--- config.mk ---
export PLATFORM = sky130hd
export DESIGN_NAME = burst_address_arbiter_flat
export DESIGN_NICKNAME = d
export VERILOG_FILES = /design/src/rtl/burst_address_arbiter_pkg.sv /design/src/rtl/burst_address_arbiter_if.sv /design/src/rtl/burst_address_arbiter_rr_pick.sv /design/src/rtl/burst_address_arbiter.sv /design/src/flat_wrapper.sv
export SDC_FILE = /design/constraint.sdc
export NUM_CORES = 1
export LEC_CHECK = 0
export ABC_AREA = 1
export CAP_MARGIN = 20
export CORE_MARGIN = 4
export CORE_UTILIZATION = 52
export CTS_CLUSTER_SIZE = 28
export DETAILED_ROUTE_END_ITERATION = 16
export DONT_BUFFER_PORTS = 1
export PLACE_DENSITY = 0.7
export SETUP_SLACK_MARGIN = 0.15
export SLEW_MARGIN = 0
export SYNTH_ARGS = -nofsm -noshare
export SYNTH_HDL_FRONTEND = slang
export SYNTH_SLANG_ARGS = --single-unit
--- constraint.sdc ---
create_clock -name clock -period 1.24 [get_ports clock]
set_input_delay 0.372 -clock clock [delete_from_list [all_inputs] [get_ports clock]]
set_output_delay 0.372 -clock clock [all_outputs]
set_load 0.03 [all_outputs]
--- src/rtl/burst_address_arbiter_pkg.sv ---
// rtl/burst_address_arbiter_pkg.sv - shared types and helpers for the burst address arbiter
// Purpose: FSM state enum plus the clog2 and one_hot helpers used by the
//          arbiter, its interface and the round-robin picker.
// Ports:   none (package).
package addr_arb_pkg;

  typedef enum logic {
    IDLE = 1'b0,
    RUN  = 1'b1
  } state_t;

  // Widest requester vector supported; one_hot() returns this width and
  // callers size-cast the result down to NUM_REQ.
  localparam int MAX_REQ = 16;

  function automatic int clog2(input int value);
    int r;
    int v;
    r = 0;
    v = value - 1;
    while (v > 0) begin
      r = r + 1;
      v = v >> 1;
    end
    return r;
  endfunction

  function automatic logic [MAX_REQ-1:0] one_hot(input int idx);
    return MAX_REQ'(1) << idx;
  endfunction

endpackage

--- src/rtl/burst_address_arbiter_if.sv ---
// rtl/burst_address_arbiter_if.sv - request/grant and address-stream bundle of the arbiter
// Purpose: groups the requester handshake and the shared address stream.
// Ports:   req/enable driven by the requester side (master modport);
//          grant, grant_id, busy, address, nd, lastData, done driven by
//          the arbiter (slave modport).
interface burst_address_arbiter_if #(
  parameter int NUM_REQ  = 4,
  parameter int bitwidth = 5,
  parameter int IDW      = addr_arb_pkg::clog2(NUM_REQ)
);

  logic [NUM_REQ-1:0]  req;
  logic                enable;
  logic [NUM_REQ-1:0]  grant;
  logic [IDW-1:0]      grant_id;
  logic                busy;
  logic [bitwidth-1:0] address;
  logic                nd;
  logic                lastData;
  logic [NUM_REQ-1:0]  done;

  modport master (
    output req, enable,
    input  grant, grant_id, busy, address, nd, lastData, done
  );

  modport slave (
    input  req, enable,
    output grant, grant_id, busy, address, nd, lastData, done
  );

endinterface

--- src/rtl/burst_address_arbiter_rr_pick.sv ---
// rtl/burst_address_arbiter_rr_pick.sv - combinational round-robin winner search
// Purpose: finds the first set request bit starting at last+1 with wrap-around.
// Ports:   req   in  NUM_REQ - request vector
//          last  in  IDW     - index of the most recent winner
//          found out 1       - at least one request is set
//          idx   out IDW     - winning index (equals last when nothing found)
module rr_pick
  import addr_arb_pkg::*;
#(
  parameter int NUM_REQ = 4,
  parameter int IDW     = clog2(NUM_REQ)
) (
  input  logic [NUM_REQ-1:0] req,
  input  logic [IDW-1:0]     last,
  output logic               found,
  output logic [IDW-1:0]     idx
);

  // base < NUM_REQ and off <= NUM_REQ, so one conditional subtract wraps.
  function automatic logic [IDW-1:0] wrap_idx(input logic [IDW-1:0] base, input int off);
    int s;
    s = int'(base) + off;
    if (s >= NUM_REQ) s = s - NUM_REQ;
    return IDW'(s);
  endfunction

  // Scan from the farthest offset down to the nearest so the nearest set bit
  // after last overwrites the others; offset NUM_REQ is last itself, i.e.
  // the previous winner has lowest priority.
  always_comb begin
    found = 1'b0;
    idx   = last;
    for (int off = NUM_REQ; off >= 1; off--) begin
      if (req[wrap_idx(last, off)]) begin
        found = 1'b1;
        idx   = wrap_idx(last, off);
      end
    end
  end

endmodule

--- src/rtl/burst_address_arbiter.sv ---
// rtl/burst_address_arbiter.sv - round-robin owner of one shared sequential address burst
// Purpose: grants the shared address stream to one requester at a time and
//          issues addresses 0..MaxAddress-1 to it, one per enabled cycle.
// Ports:   clock in 1 - rising-edge clock
//          reset in 1 - synchronous, active-high
//          bus   slave modport of burst_address_arbiter_if
//                (req/enable in; grant, grant_id, busy, address, nd,
//                 lastData, done out - all registered)
module burst_address_arbiter
  import addr_arb_pkg::*;
#(
  parameter int NUM_REQ    = 4,
  parameter int MaxAddress = 20,
  parameter int bitwidth   = 5,
  parameter int IDW        = clog2(NUM_REQ)
) (
  input logic                    clock,
  input logic                    reset,
  burst_address_arbiter_if.slave bus
);

  localparam logic [bitwidth-1:0] LAST_ADDR = bitwidth'(MaxAddress - 1);
  localparam logic [IDW-1:0]      LAST_INIT = IDW'(NUM_REQ - 1);

  state_t              state;
  logic [bitwidth-1:0] cnt;
  logic [IDW-1:0]      last;

  logic [NUM_REQ-1:0]  grant_q;
  logic [IDW-1:0]      grant_id_q;
  logic                busy_q;
  logic [bitwidth-1:0] address_q;
  logic                nd_q;
  logic                last_data_q;
  logic [NUM_REQ-1:0]  done_q;

  logic                pick_found;
  logic [IDW-1:0]      pick_idx;

  rr_pick #(
    .NUM_REQ (NUM_REQ),
    .IDW     (IDW)
  ) u_pick (
    .req   (bus.req),
    .last  (last),
    .found (pick_found),
    .idx   (pick_idx)
  );

  always_ff @(posedge clock) begin
    if (reset) begin
      state       <= IDLE;
      cnt         <= '0;
      last        <= LAST_INIT;
      grant_q     <= '0;
      grant_id_q  <= '0;
      busy_q      <= 1'b0;
      address_q   <= '0;
      nd_q        <= 1'b0;
      last_data_q <= 1'b0;
      done_q      <= '0;
    end else begin
      nd_q        <= 1'b0;
      last_data_q <= 1'b0;
      done_q      <= '0;
      case (state)
        IDLE: begin
          if (pick_found) begin
            grant_q    <= NUM_REQ'(one_hot(int'(pick_idx)));
            grant_id_q <= pick_idx;
            last       <= pick_idx;
            busy_q     <= 1'b1;
            cnt        <= '0;
            state      <= RUN;
          end
        end
        RUN: begin
          // lastData is only ever high for the one cycle after the final
          // beat, so it doubles as the burst-complete marker.
          if (last_data_q) begin
            state   <= IDLE;
            grant_q <= '0;
            busy_q  <= 1'b0;
            done_q  <= grant_q;
          end else if (bus.enable) begin
            address_q <= cnt;
            nd_q      <= 1'b1;
            if (cnt == LAST_ADDR) begin
              last_data_q <= 1'b1;
              cnt         <= '0;
            end else begin
              cnt <= cnt + bitwidth'(1);
            end
          end
        end
        default: state <= IDLE;
      endcase
    end
  end

  assign bus.grant    = grant_q;
  assign bus.grant_id = grant_id_q;
  assign bus.busy     = busy_q;
  assign bus.address  = address_q;
  assign bus.nd       = nd_q;
  assign bus.lastData = last_data_q;
  assign bus.done     = done_q;

endmodule
--- src/flat_wrapper.sv ---
// flat-port wrapper written by rule: the top's interface ports become plain ports
module burst_address_arbiter_flat import addr_arb_pkg::*;
#(
  parameter int NUM_REQ    = 4,
  parameter int MaxAddress = 20,
  parameter int bitwidth   = 5,
  parameter int IDW        = clog2(NUM_REQ)
)
  (clock, reset, bus_req, bus_enable, bus_grant, bus_grant_id, bus_busy, bus_address, bus_nd, bus_lastData, bus_done);
  burst_address_arbiter_if #(.NUM_REQ(NUM_REQ), .bitwidth(bitwidth), .IDW(IDW)) bus_i ();
  input logic clock;
  input logic reset;
  input wire logic [$bits(bus_i.req)-1:0] bus_req;
  input wire logic [$bits(bus_i.enable)-1:0] bus_enable;
  output wire logic [$bits(bus_i.grant)-1:0] bus_grant;
  output wire logic [$bits(bus_i.grant_id)-1:0] bus_grant_id;
  output wire logic [$bits(bus_i.busy)-1:0] bus_busy;
  output wire logic [$bits(bus_i.address)-1:0] bus_address;
  output wire logic [$bits(bus_i.nd)-1:0] bus_nd;
  output wire logic [$bits(bus_i.lastData)-1:0] bus_lastData;
  output wire logic [$bits(bus_i.done)-1:0] bus_done;
  assign bus_i.req = bus_req;
  assign bus_i.enable = bus_enable;
  assign bus_grant = bus_i.grant;
  assign bus_grant_id = bus_i.grant_id;
  assign bus_busy = bus_i.busy;
  assign bus_address = bus_i.address;
  assign bus_nd = bus_i.nd;
  assign bus_lastData = bus_i.lastData;
  assign bus_done = bus_i.done;
  burst_address_arbiter #(.NUM_REQ(NUM_REQ), .MaxAddress(MaxAddress), .bitwidth(bitwidth), .IDW(IDW)) u_core (.clock(clock), .reset(reset), .bus(bus_i));
endmodule
Word level (Yosys, flattened, before mapping)
Index checks and enable logic that the tools add are counted.
W data, S select, Z words.
{ "word_totals": {"romBits": 0, "out_inout_bits": 18, "mem_bits_rw": 0, "latchBits": 0, "wordCells": 79, "regBits": 26, "memories": 0} }
{ "op_classes": {"n_bitwise": 3, "mux": 36, "shift": 1, "n_div": 0, "n_mul": 0, "n_addsub": 9, "n_reduce_logical": 7, "eq_ne": 5, "magnitude_cmp": 8} }
{ "ops": {"columns": ["operator", "n"], "rows": [
  ["$mux W5", 4],
  ["$mux W2", 8],
  ["$mux W1", 14],
  ["$lt A2 B3 Y1 const B", 4],
  ["$pmux W5 S2", 1],
  ["$ge A3 B3 Y1 const B", 3],
  ["$bmux W1 S2", 4],
  ["$mux W4", 2],
  ["$pmux W4 S2", 1],
  ["$sub A2 B1 Y2 const B", 4],
  ["$add A2 B2 Y3 const B", 2],
  ["$ne A2 B2 Y1 const B", 3],
  ["$reduce_and A3 Y1", 2],
  ["$reduce_or A3 Y1", 2],
  ["$add A5 B1 Y5 const B", 1],
  ["$eq A5 B5 Y1 const B", 1],
  ["$add A2 B3 Y4 const B", 1],
  ["$ge A4 B3 Y1 const B", 1],
  ["$pmux W1 S2", 2],
  ["$reduce_and A2 Y1", 2],
  ["$reduce_or A4 Y1", 1],
  ["$shl A1 B2 Y4 const A", 1],
  ["$add A2 B1 Y3 const B", 1],
  ["$not A1 Y1", 3],
  ["$ne A2 B1 Y1 const B", 1]
]} }

Logic depth before layout (Yosys ltp)
Gate-level depths: netlist of run 1.
{ "depth": {"depth_word": 12, "ltp_mapped": 12} }

Hierarchy
A second synthesis of run 1 with hierarchy kept.
{ "hier_totals": {"hier_cells": 177, "hier_area_um2": 1256.2} }
{ "by_module_without_submodules": {"columns": ["mod", "seq_area_each_um2", "cells_per_inst", "area_per_inst_um2", "n_inst"], "rows": [
  ["burst_address_arbiter", 520.5, 131, 1042.2, 1],
  ["rr_pick", 0.0, 46, 214.0, 1]
]} }

Worst setup path after synthesis of run 1
No wires, ideal clock.
{ "synth_path": {"path_type": "reg-to-reg", "from": "reg u_core.last_data_q (netlist: u_core.bus.lastData)", "to": "reg u_core.address_q[1] (netlist: u_core.bus.address[1])", "path_buffers": 1, "path_slack_ns": -0.009, "setup_time_ns": 0.070, "arrival_ns": 1.179, "period_less_slack_ns": 1.249, "path_stages_with_launch": 6, "t_required_ns": 1.170, "path_cell_list": "dfxtp_1 > inv_1 > nand3_1 > clkbuf_1 > o21ai_0 > a21oi_1"} }
{ "synth_between": {"elab_chain_cells": 2} }
{ "synth_rtl": {"columns": ["item", "line_no", "rtl"], "rows": [
  ["from (decl)", "burst_address_arbiter.sv:34", "logic last_data_q;"],
  ["from (signal assigned)", "burst_address_arbiter.sv:60", "last_data_q <= 1'b0;"],
  ["from (signal assigned)", "burst_address_arbiter.sv:64", "last_data_q <= 1'b0;"],
  ["from (signal assigned)", "burst_address_arbiter.sv:89", "last_data_q <= 1'b1;"],
  ["$not A1 Y1 (no line)", null, null],
  ["$reduce_and A3 Y1 (no line)", null, null],
  ["to (signal assigned)", "burst_address_arbiter.sv:86", "address_q <= cnt;"],
  ["to (decl)", "burst_address_arbiter.sv:32", "logic [bitwidth-1:0] address_q;"]
]} }
Every way passes these cells.
A chain may end at the register's enable or synchronous reset.

Worst setup path after layout of run 1
{ "layout_path": {"from": "reg u_core.last[0]", "to": "reg u_core.grant_q[2] (netlist: u_core.bus.grant[2])"} }
{ "layout_between": {"elab_chain_cells": 12, "elab_cells_between_ends": 37} }
{ "layout_rtl": {"columns": ["item", "line_no", "rtl"], "rows": [
  ["from (decl)", "burst_address_arbiter.sv:27", "logic [IDW-1:0] last;"],
  ["from (signal assigned)", "burst_address_arbiter.sv:71", "last <= pick_idx;"],
  ["$add A2 B3 Y4", "burst_address_arbiter_rr_pick.sv:22", "s = int'(base) + off;"],
  ["$ge A4 B3 Y1 / $sub A2 B1 Y2 (equally long branches)", "burst_address_arbiter_rr_pick.sv:23", "if (s >= NUM_REQ) s = s - NUM_REQ;"],
  ["$mux W2", "burst_address_arbiter_rr_pick.sv:23", null],
  ["$bmux W1 S2", "burst_address_arbiter_rr_pick.sv:34", "if (req[wrap_idx(last, off)]) begin"],
  ["$mux W1 (not written as such)", "burst_address_arbiter_rr_pick.sv:34", null],
  ["$mux W2 (4 in a row)", "burst_address_arbiter_rr_pick.sv:34", null],
  ["$shl A1 B2 Y4", "burst_address_arbiter_pkg.sv:29", "return MAX_REQ'(1) << idx;"],
  ["$mux W4", "burst_address_arbiter.sv:68", "if (pick_found) begin"],
  ["$pmux W4 S2", "burst_address_arbiter.sv:66", "case (state)"],
  ["to (signal assigned)", "burst_address_arbiter.sv:69", "grant_q <= NUM_REQ'(one_hot(int'(pick_idx)));"],
  ["to (decl)", "burst_address_arbiter.sv:29", "logic [NUM_REQ-1:0] grant_q;"]
]} }
Parallel ways exist; a longest one is shown, timed or not. The select of a mux whose other input is x is not followed.

==> run_results.csv, run 1 <==
group,metric,value,unit
final_layout,drive_gt1_frac,0.476,
detailed_routing,antenna_left,0,
synth,ys_seq_area_frac,0.421,
placement,hpwlAfterDp,2050,um
clock_network,numClockSinks,26,
detailed_routing,drt-pass1-iter-count,4,
clock_network,numCtsBuffers,3,
global_route,track_usage,0.176,
clock_network,clk_path_buf_depth,2,
timing,fin_setup_tns,-468,ps
final_layout,finalNetCount,196,
synth,ys_warn_count,0,
clock_network,root_buffer,"clkbuf_4",
synth,yosys_register_bits,26,
timing,clock-skew-final,9.04,ps
clock_network,clkSlewWorstSetupHoldPaths,150,ps
final_layout,seqCellArea,594,um^2
pwr,peakVddDrop,0.000824,V
timing,max_freq,758,MHz
detailed_routing,drcViolationCount,0,
critical_path,required,1500,ps
floorplan,ios,25,
global_route,grt_pass1_vias,1038,
placement,globalplace.congestion,0.840,
clock_network,cts_hold_buf,0,
final_layout,nFillCells,185,
timing,period_needed,1320,ps
floorplan,die_h,56.7,um
global_route,grt_overflow,0,
floorplan,die-area,3220,um^2
final_layout,final_common_cell,"nand2_1",
floorplan,floorplan.initialDensity,0.553,
floorplan,num_rows,17,
synth,syn_inst,174,
placement,port_buffers,0,
synth,avgSynthCellArea,7.10,um^2
critical_path,path_buf_inv,1,
detailed_routing,drtIter0Drc,45,
outcome,outcome,"finished with violations",
timing,fin_crit_sh,1.06,
floorplan,design.core.area,2230,um^2
critical_path,slowest_delay,410,ps
critical_path,cp.arrival,1580,ps
critical_path,crit_type,"reg -> reg",
final_layout,layout_common_cells,"nand2_1, nand2_2, inv_1, dfxtp_4, a21oi_1",
synth,synth_cell_type_count,20,
critical_path,crit_path_end_kind,"flip-flop",
global_route,grt_max_degree,15,
global_route,antenna_found_initial,0,
final_layout,area_growth,30.0,%
critical_path,cp_top_family,"simple AND/OR/NAND/NOR gates",
floorplan,die_x,56.7,um
timing,report.final.slew_viol_count,0,
clock_network,clk-insertion-delay-late,320,ps
pwr,p_per_area,1460,nW/um^2
timing,timing.final.ws_setup,-78.8,ps
pwr,p_leak,0.649,nW
timing,setup_viol,8,
timing,slew_headroom,0.767,
clock_network,ctsHtreeMaxLevel,1,
pwr,power,0.00234,W
timing,hold_viol_final,0,
critical_path,critPathSlowestCell,"dfxtp_4",
synth,syn_nets,182,
timing,timing.hold.ws,83.9,ps
placement,post-place-ws,-140,ps
synth,syn_area,1230,um^2
critical_path,cp_max_fo,9,
outcome,failed_checks,"setup timing",
critical_path,cp_common_cell,"nand2_2",
detailed_routing,routed_wl,2860,um
critical_path,start_kind,"flip-flop",
min_path,min_path_type,"in -> reg",
run,drv_cap,0,
timing,worstMarginPinSlew,349,ps
detailed_routing,drt-wirelength-per-cell,13.3,um
critical_path,path_cells,"buf_12, nor2_1, nand2_1, nand2_1, nor2_2, nand2_2, nand2_2, nand2_4, nand2_2, nand3_1, a21oi_2",
final_layout,insertedDiodeCount,0,
detailed_routing,vias,1145,
final_layout,multi_input_area,699,um^2
global_route,grt_first_pass_wirelength,4570,um
detailed_routing,via_per_inst,5.33,
clock_network,tritoncts,"yes",
timing,rsz0062_at_grt,"yes",
==> logic make-up (layout without fill, tap and decap cells) <==
family | count (synthesis) | count (layout) | synth area share
and+or+nand+nor | 89 | 89 | 0.350
buffers and inverters | 31 | 44 | 0.103
AOI/OAI and AO/OA | 27 | 27 | 0.115
DFF | 26 | 26 | 0.421
adders and majority gates | 1 | 1 | 0.0101
==> per-stage QoR <==
step / utilization / instances / cell area (um^2)
6_report: 0.719 / 215 / 1610
5_1_grt: 0.719 / 215 / 1610
4_1_cts: 0.682 / 214 / 1520
3_5_place_dp: 0.613 / 207 / 1370
3_3_place_gp: 0.613 / 207 / 1370
2_1_floorplan: - / 174 / 1290
==> final cells by class <==
cell class / instances / share of cell area
clock buffer: 4 / 0.0226
timing repair buffer: 13 / 0.0756
tap: 28 / 0.0218
sequential: 26 / 0.370
multi-input combinational: 117 / 0.436
inverter: 27 / 0.0740
==> timing repair <==
item | CTS | global route
endpoints found under the hold margin | 0 | 0
setup endpoints to repair | 33 | 34
pin swaps | 12 | 6
setup buffers | 3 | 1
resized for setup | 44 | 21
==> worst paths after layout <==
path,slack [ps],start,depth (start not counted),end
max reg2reg,-80,u_core.last[0],11,u_core.bus.grant[2]
max,-80,u_core.last[0],11,u_core.bus.grant[2]
min,80,reset,1,u_core.bus.grant_id[1]
min reg2reg,520,u_core.bus.grant[1],2,u_core.bus.done[1]
==> state kept, by name (all words and copies together), names as in the netlist <==
| register | cells |
|---|---|
| u_core.bus.grant_id | 2 |
| u_core.bus.grant | 4 |
| u_core.bus.done | 4 |
| u_core.bus.busy | 1 |
| u_core.bus.address | 5 |
| u_core.last | 2 |
| u_core.bus.nd | 1 |
| u_core.cnt | 5 |
| u_core.state | 1 |
| u_core.bus.lastData | 1 |
==> metal layers <==
metal / track usage / vias to the layer above / routed length [um]
li1: - / 584 / -
met1: 0.221 / 533 / 1240
met2: 0.297 / 26 / 1410
met3: 0.0483 / 2 / 187
met4: 0.0464 / 0 / 18
met5: 0 / - / 0
==> cells in the mapped netlist, drive strengths merged <==
master | number | share of area
nand2 | 52 | 0.21
inv | 27 | 0.082
dfxtp | 26 | 0.42
a21oi | 19 | 0.077
nor2 | 17 | 0.054
nand3 | 13 | 0.057
o21ai | 5 | 0.020
nand4 | 4 | 0.020
nor3 | 3 | 0.012
buf | 2 | 0.015
clkbuf | 2 | 0.0061
o211ai | 2 | 0.012
ha | 1 | 0.010
o31ai | 1 | 0.0061
==> worst register-to-register path, cell delays in order, from the launching register on <==
cell and delay (ps):
dfxtp_4 410, buf_12 130, nor2_1 40, nand2_1 60, nand2_1 60, nor2_2 90, nand2_2 90, nand2_2 80
nand2_4 60, nand2_2 60, nand3_1 80, a21oi_2 110
==> report_power, final <==
group / leakage [nW] / total [W] / internal (W) / switching, W
Sequential: 0.226 / 0.00113 / 0.000926 / 0.000203
Combinational: 0.402 / 0.000777 / 0.000317 / 0.000460
Clock: 0.0210 / 0.000437 / 0.000180 / 0.000258
Power figures use the tool's default switching activity.
==> run 2: changes to the inputs <==
CAP_MARGIN = default   (was 20)
CORE_ASPECT_RATIO = 1.2   (was default)
MAX_ROUTING_LAYER = met4   (was default)
==> run 2 against run 1 <==
The run still ends with setup timing left. Via count rose by 4.2%. Worst setup slack got worse by 100 ps. Non-clock buffer count rose by 3. Wire length rose by 12%.
==> run_results.csv, run 2 (synthesis gave the netlist of run 1 again) <==
group,metric,value,unit
detailed_routing,drt-wirelength-per-cell,14.5,um
final_layout,layoutNonFillerInstCount,221,
floorplan,ios,25,
detailed_routing,antenna_left,0,
detailed_routing,drcViolationCount,0,
critical_path,crit_path_end_kind,"flip-flop",
placement,post-place-ws,-155,ps
timing,setup_viol,8,
final_layout,utilization,0.764,
timing,worstMarginPinSlew,245,ps
timing,timing.final.ws_setup,-183,ps
final_layout,area_growth,41.2,%
pwr,p_leak,0.727,nW
detailed_routing,drtIter0Drc,15,
critical_path,cp.arrival,1690,ps
placement,globalplace.congestion,0.839,
global_route,grt_first_pass_wirelength,4710,um
min_path,hp-start,"reset",
clock_network,clk-insertion-delay-late,330,ps
timing,period_needed,1420,ps
timing,max_freq,703,MHz
min_path,min_path_type,"in -> reg",
critical_path,rr_worst_depth,9,
critical_path,path_buf_inv,2,
placement,port_buffers,0,
clock_network,tritoncts,"yes",
timing,fin_setup_tns,-882,ps
global_route,grt_max_degree,16,
critical_path,slowest_delay,440,ps
critical_path,cp_top_family,"simple AND/OR/NAND/NOR gates",
floorplan,floorplan.initialDensity,0.541,
pwr,peakVddDrop,0.00120,V
critical_path,reg2reg_slack,-180,ps
timing,report.final.slew_viol_count,0,
min_path,whs_path_depth,1,
critical_path,r2r-end,"u_core.bus.grant[1]",
critical_path,required,1510,ps
detailed_routing,via_per_inst,5.40,
global_route,track_usage,0.203,
global_route,grt_overflow,0,
floorplan,die-area,3220,um^2
final_layout,finalNetCount,199,
critical_path,timing.rr.start,"u_core.last[0]",
run,drv_cap,0,
global_route,antenna_found_initial,0,
outcome,failed_checks,"setup timing",
floorplan,die_h,61.4,um
timing,fin_crit_sh,1.15,
final_layout,layout_common_cells,"nand2_1, inv_1, nand2_4, dfxtp_2",
floorplan,num_rows,19,
final_layout,insertedDiodeCount,0,
placement,hpwlAfterDp,2120,um
pwr,p_per_area,1580,nW/um^2
timing,rsz0062_at_grt,"yes",
clock_network,root_buffer,"clkbuf_4",
detailed_routing,drt-pass1-iter-count,4,
floorplan,die_x,52.5,um
detailed_routing,routed_wl,3210,um
outcome,outcome,"finished with violations",
timing,slew_headroom,0.836,
clock_network,cts_hold_buf,0,
critical_path,path_cells,"buf_6, nand2_4, nand2_4, nand2_4, inv_1, a21oi_1, nor2_1, nand4_1, a21oi_1",
global_route,grt_pass1_vias,1165,
detailed_routing,vias,1193,
final_layout,nFillCells,172,
clock_network,numClockSinks,26,
floorplan,design.core.area,2280,um^2
clock_network,clk_path_buf_depth,2,
critical_path,critPathSlowestCell,"dfxtp_4",
timing,timing.hold.ws,74.1,ps
min_path,whs_endpoint,"u_core.bus.grant[0]",
critical_path,start_kind,"flip-flop",
critical_path,cp_common_cell,"nand2_4",
clock_network,clkSlewWorstSetupHoldPaths,140,ps
clock_network,numCtsBuffers,3,
timing,hold_viol_final,0,
placement,placedCellCount,212,
final_layout,drive_gt1_frac,0.568,
clock_network,ctsHtreeMaxLevel,1,
critical_path,cp_max_fo,5,
timing,clock-skew-final,12.2,ps
critical_path,crit_type,"reg -> reg",
final_layout,final_common_cell,"nand2_1",
-- run 2: worst max-delay path by stage --
| stage | start | endpoint | slack, ps | cells past startpoint |
|---|---|---|---|---|
| 6_report | u_core.last[0] | u_core.bus.grant[1] | -180 | 9 |
| 5_1_grt | u_core.last[0] | u_core.bus.grant[1] | -250 | 9 |
| 3_3_place_gp | u_core.last[1] | u_core.bus.grant[2] | -70 | 10 |
| 3_5_place_dp | u_core.last[1] | u_core.bus.grant[2] | -160 | 10 |
| 4_1_cts | u_core.last[0] | u_core.bus.grant[2] | -110 | 11 |
| 2_1_floorplan | u_core.last[0] | u_core.bus.grant[0] | 80 | 11 |
-- run 2: power by group --
part / internal [W] / leakage, nW / total (W) / switching [W]
clock network: 0.000327 / 0.0279 / 0.000577 / 0.000250
logic: 0.000415 / 0.475 / 0.00102 / 0.000606
registers: 0.000934 / 0.224 / 0.00115 / 0.000219
total: 0.00168 / 0.727 / 0.00275 / 0.00107
-- run 2: worst register-to-register path, cell delays in order (launching register included) --
cell and delay (ps):
dfxtp_4 440, buf_6 150, nand2_4 50, nand2_4 80, nand2_4 60, inv_1 50
a21oi_1 40, nor2_1 210, nand4_1 130, a21oi_1 150
-- run 2: area by class of cell --
| type | instances | area [um^2] | area share |
|---|---|---|---|
| inverter | 27 | 124 | 0.0710 |
| sequential | 26 | 572 | 0.328 |
| clock buffer | 3 | 22.5 | 0.0129 |
| timing repair buffer | 16 | 151 | 0.0868 |
| tap | 31 | 38.8 | 0.0222 |
| multi-input combinational | 117 | 806 | 0.462 |
| clock inverter | 1 | 30.0 | 0.0172 |
-- run 2: stage by stage --
stage          cell area, um^2  total power [W]
3_3_place_gp              1380          0.00181
2_1_floorplan             1290          0.00167
3_5_place_dp              1380          0.00184
6_report                  1740          0.00275
5_1_grt                   1740          0.00289
4_1_cts                   1560          0.00248
-- run 2: repair_timing --
| item | CTS | global route |
|---|---|---|
| pin swaps | 10 | 25 |
| endpoints found under the hold margin | 0 | 0 |
| setup endpoints to repair | 32 | 34 |
| gates resized for setup | 37 | 50 |
| setup buffers | 5 | 0 |
-- run 2: layer usage --
metal,vias up,GRT usage,share of wire
li1,586,-,-
met1,563,0.188,0.37
met2,37,0.387,0.57
met3,7,0.0412,0.041
met4,0,0.106,0.018
met5,-,-,0
==> RTL edit, RTL diff (config.mk and constraints of run 2) <==
Compare `cnt` against `LAST_ADDR` with >= in place of ==.
--- a/src/rtl/burst_address_arbiter.sv
+++ b/src/rtl/burst_address_arbiter.sv
@@ -85,7 +85,7 @@
           end else if (bus.enable) begin
             address_q <= cnt;
             nd_q      <= 1'b1;
-            if (cnt == LAST_ADDR) begin
+            if (cnt >= LAST_ADDR) begin
               last_data_q <= 1'b1;
               cnt         <= '0;
             end else begin
Formal check against the unedited RTL: no difference found for any inputs over 10 cycles, from zero or initial values and one cycle with reset high; that may be too few to reach the edited logic, so the function may still have changed.
==> RTL edit against run 2 <==
The run still ends with negative setup slack left. Setup slack got worse by 0.0051 ns. Global-route usage decreased by 1.5 points. Power is 1.0% lower. Design area decreased by 11%. Count of clock-buffer cells in the layout up 1. Routed wire length is 16% lower. Via count down 5.6%. Sequential power up 11%. Synthesized area fell by 3.9%. Sequential cell count stayed put. Clock skew fell by 0.0081 ns.
==> RTL edit: results (changes against run 2) <==
STA
  • Final setup violation count: 14 (was 8)
  • Pin slew with the least headroom to its limit: 0.257 ns (was 0.245 ns)
  • Setup TNS Final: -1.82 ns (was -0.882 ns)
  • Post-route worst setup slack: -0.188 ns (was -0.183 ns)
  • Fin Hold WS: 0.0837 ns (was 0.0741 ns)
  • Worst Skew: 0.00407 ns (was 0.0122 ns)

Power and ir drop
  • Leakage: 0.668 nW (was 0.727 nW)

Global routing
  • Vias in the first global route: 1067 (was 1165)
  • Combined global-route utilization of all metal layers: 18.8% (was 20.3%)

Synthesis
  • Synthesized netlist net count: 176 (was 182)
  • Synth Area in Compound Gates: 14.6% (was 11.6%)
  • Post-Syn Area per Cell: 7.07 um^2 (was 7.10 um^2)
  • Count of different cell masters after synthesis: 22 (was 20)
  • Top cells by area in the synthesized netlist: sky130_fd_sc_hd__dfxtp_1 (44%), sky130_fd_sc_hd__nand2_1 (17%), sky130_fd_sc_hd__inv_1 (6.0%) (was sky130_fd_sc_hd__dfxtp_1 (42%), sky130_fd_sc_hd__nand2_1 (9.7%), sky130_fd_sc_hd__nand2_2 (9.1%))

Finish
  • Number of cells in the finished layout apart from fillers: 215 (was 221)
  • Fraction of layout instances using a drive strength above 1: 43.2% (was 56.8%)
  • Net count reported at finish: 194 (was 199)

Run status
  • Outcome: complete, but fails checks (unchanged)
  • Failing checks: negative setup slack (unchanged)

Critical path
  • Top fanout value on the critical path: 9 (was 5)

Placement
  • Estimated wirelength of the detail-placed design: 1900 um (was 2120 um)
  • Cell count after placement: 209 (was 212)
  • Standard cell area after detailed placement: 1340 um^2 (was 1380 um^2)

Routing
  • Routed WL per cell: 12.6 um (was 14.5 um)
  • 1st-pass router iterations: 5 (was 4)
[RTL edit: cell type report]
| type | count | area (um^2) |
|---|---|---|
| Sequential cell | 26 | 598 |
| Inverter | 24 | 100 |
| Timing Repair Buffer | 16 | 139 |
| Fill cell | 170 | 564 |
| Tap cell | 30 | 37.5 |
| Multi-Input combinational cell | 115 | 642 |
| Clock buffer | 4 | 36.3 |
[RTL edit: worst max-delay path: cells and delay by family (launching register included)]
family                 cells  cell delay, ns
and+or+nand+nor            9            0.65
DFF                        1            0.45
AOI/OAI and AO/OA          1            0.13
buffers and inverters      1            0.13
[RTL edit: repair_timing]
| item | in CTS | in global routing |
|---|---|---|
| gates resized for setup | 38 | 24 |
| setup endpoints to repair | 33 | 38 |
| buffers inserted | 1 | 1 |
| pin swaps | 1 | 4 |
[RTL edit: path summary, 6_finish.rpt]
path                               startpoint                            endpoint  depth (start not counted)
max               u_core.last[0]$_SDFFE_PP1P_    u_core.bus.grant[2]$_SDFFE_PP0P_                         11
min                                     reset  u_core.bus.address[2]$_SDFFE_PP0P_                          1
max reg2reg       u_core.last[0]$_SDFFE_PP1P_    u_core.bus.grant[2]$_SDFFE_PP0P_                         11
min reg2reg  u_core.bus.grant[0]$_SDFFE_PP0P_       u_core.bus.done[0]$_SDFF_PP0_                          2
[RTL edit: logic make-up after synthesis]
kind of cell,count (synthesis)
adders and majority gates,1
and+or+nand+nor,86
AOI/OAI and AO/OA,28
DFF,26
buffers and inverters,27
[RTL edit: report_power, final]
part | switching, W | internal (W)
Combinational | 0.000611 | 0.000405
Sequential | 0.000291 | 0.000992
Clock | 0.000245 | 0.000179
[RTL edit: per-layer routing]
metal	global-route usage, %	wire length, um	vias up
met2	33.1	1350	35
met4	6.74	29	0
met5	-	0	-
met3	3.19	160	4
met1	21.5	1160	514
li1	-	-	573
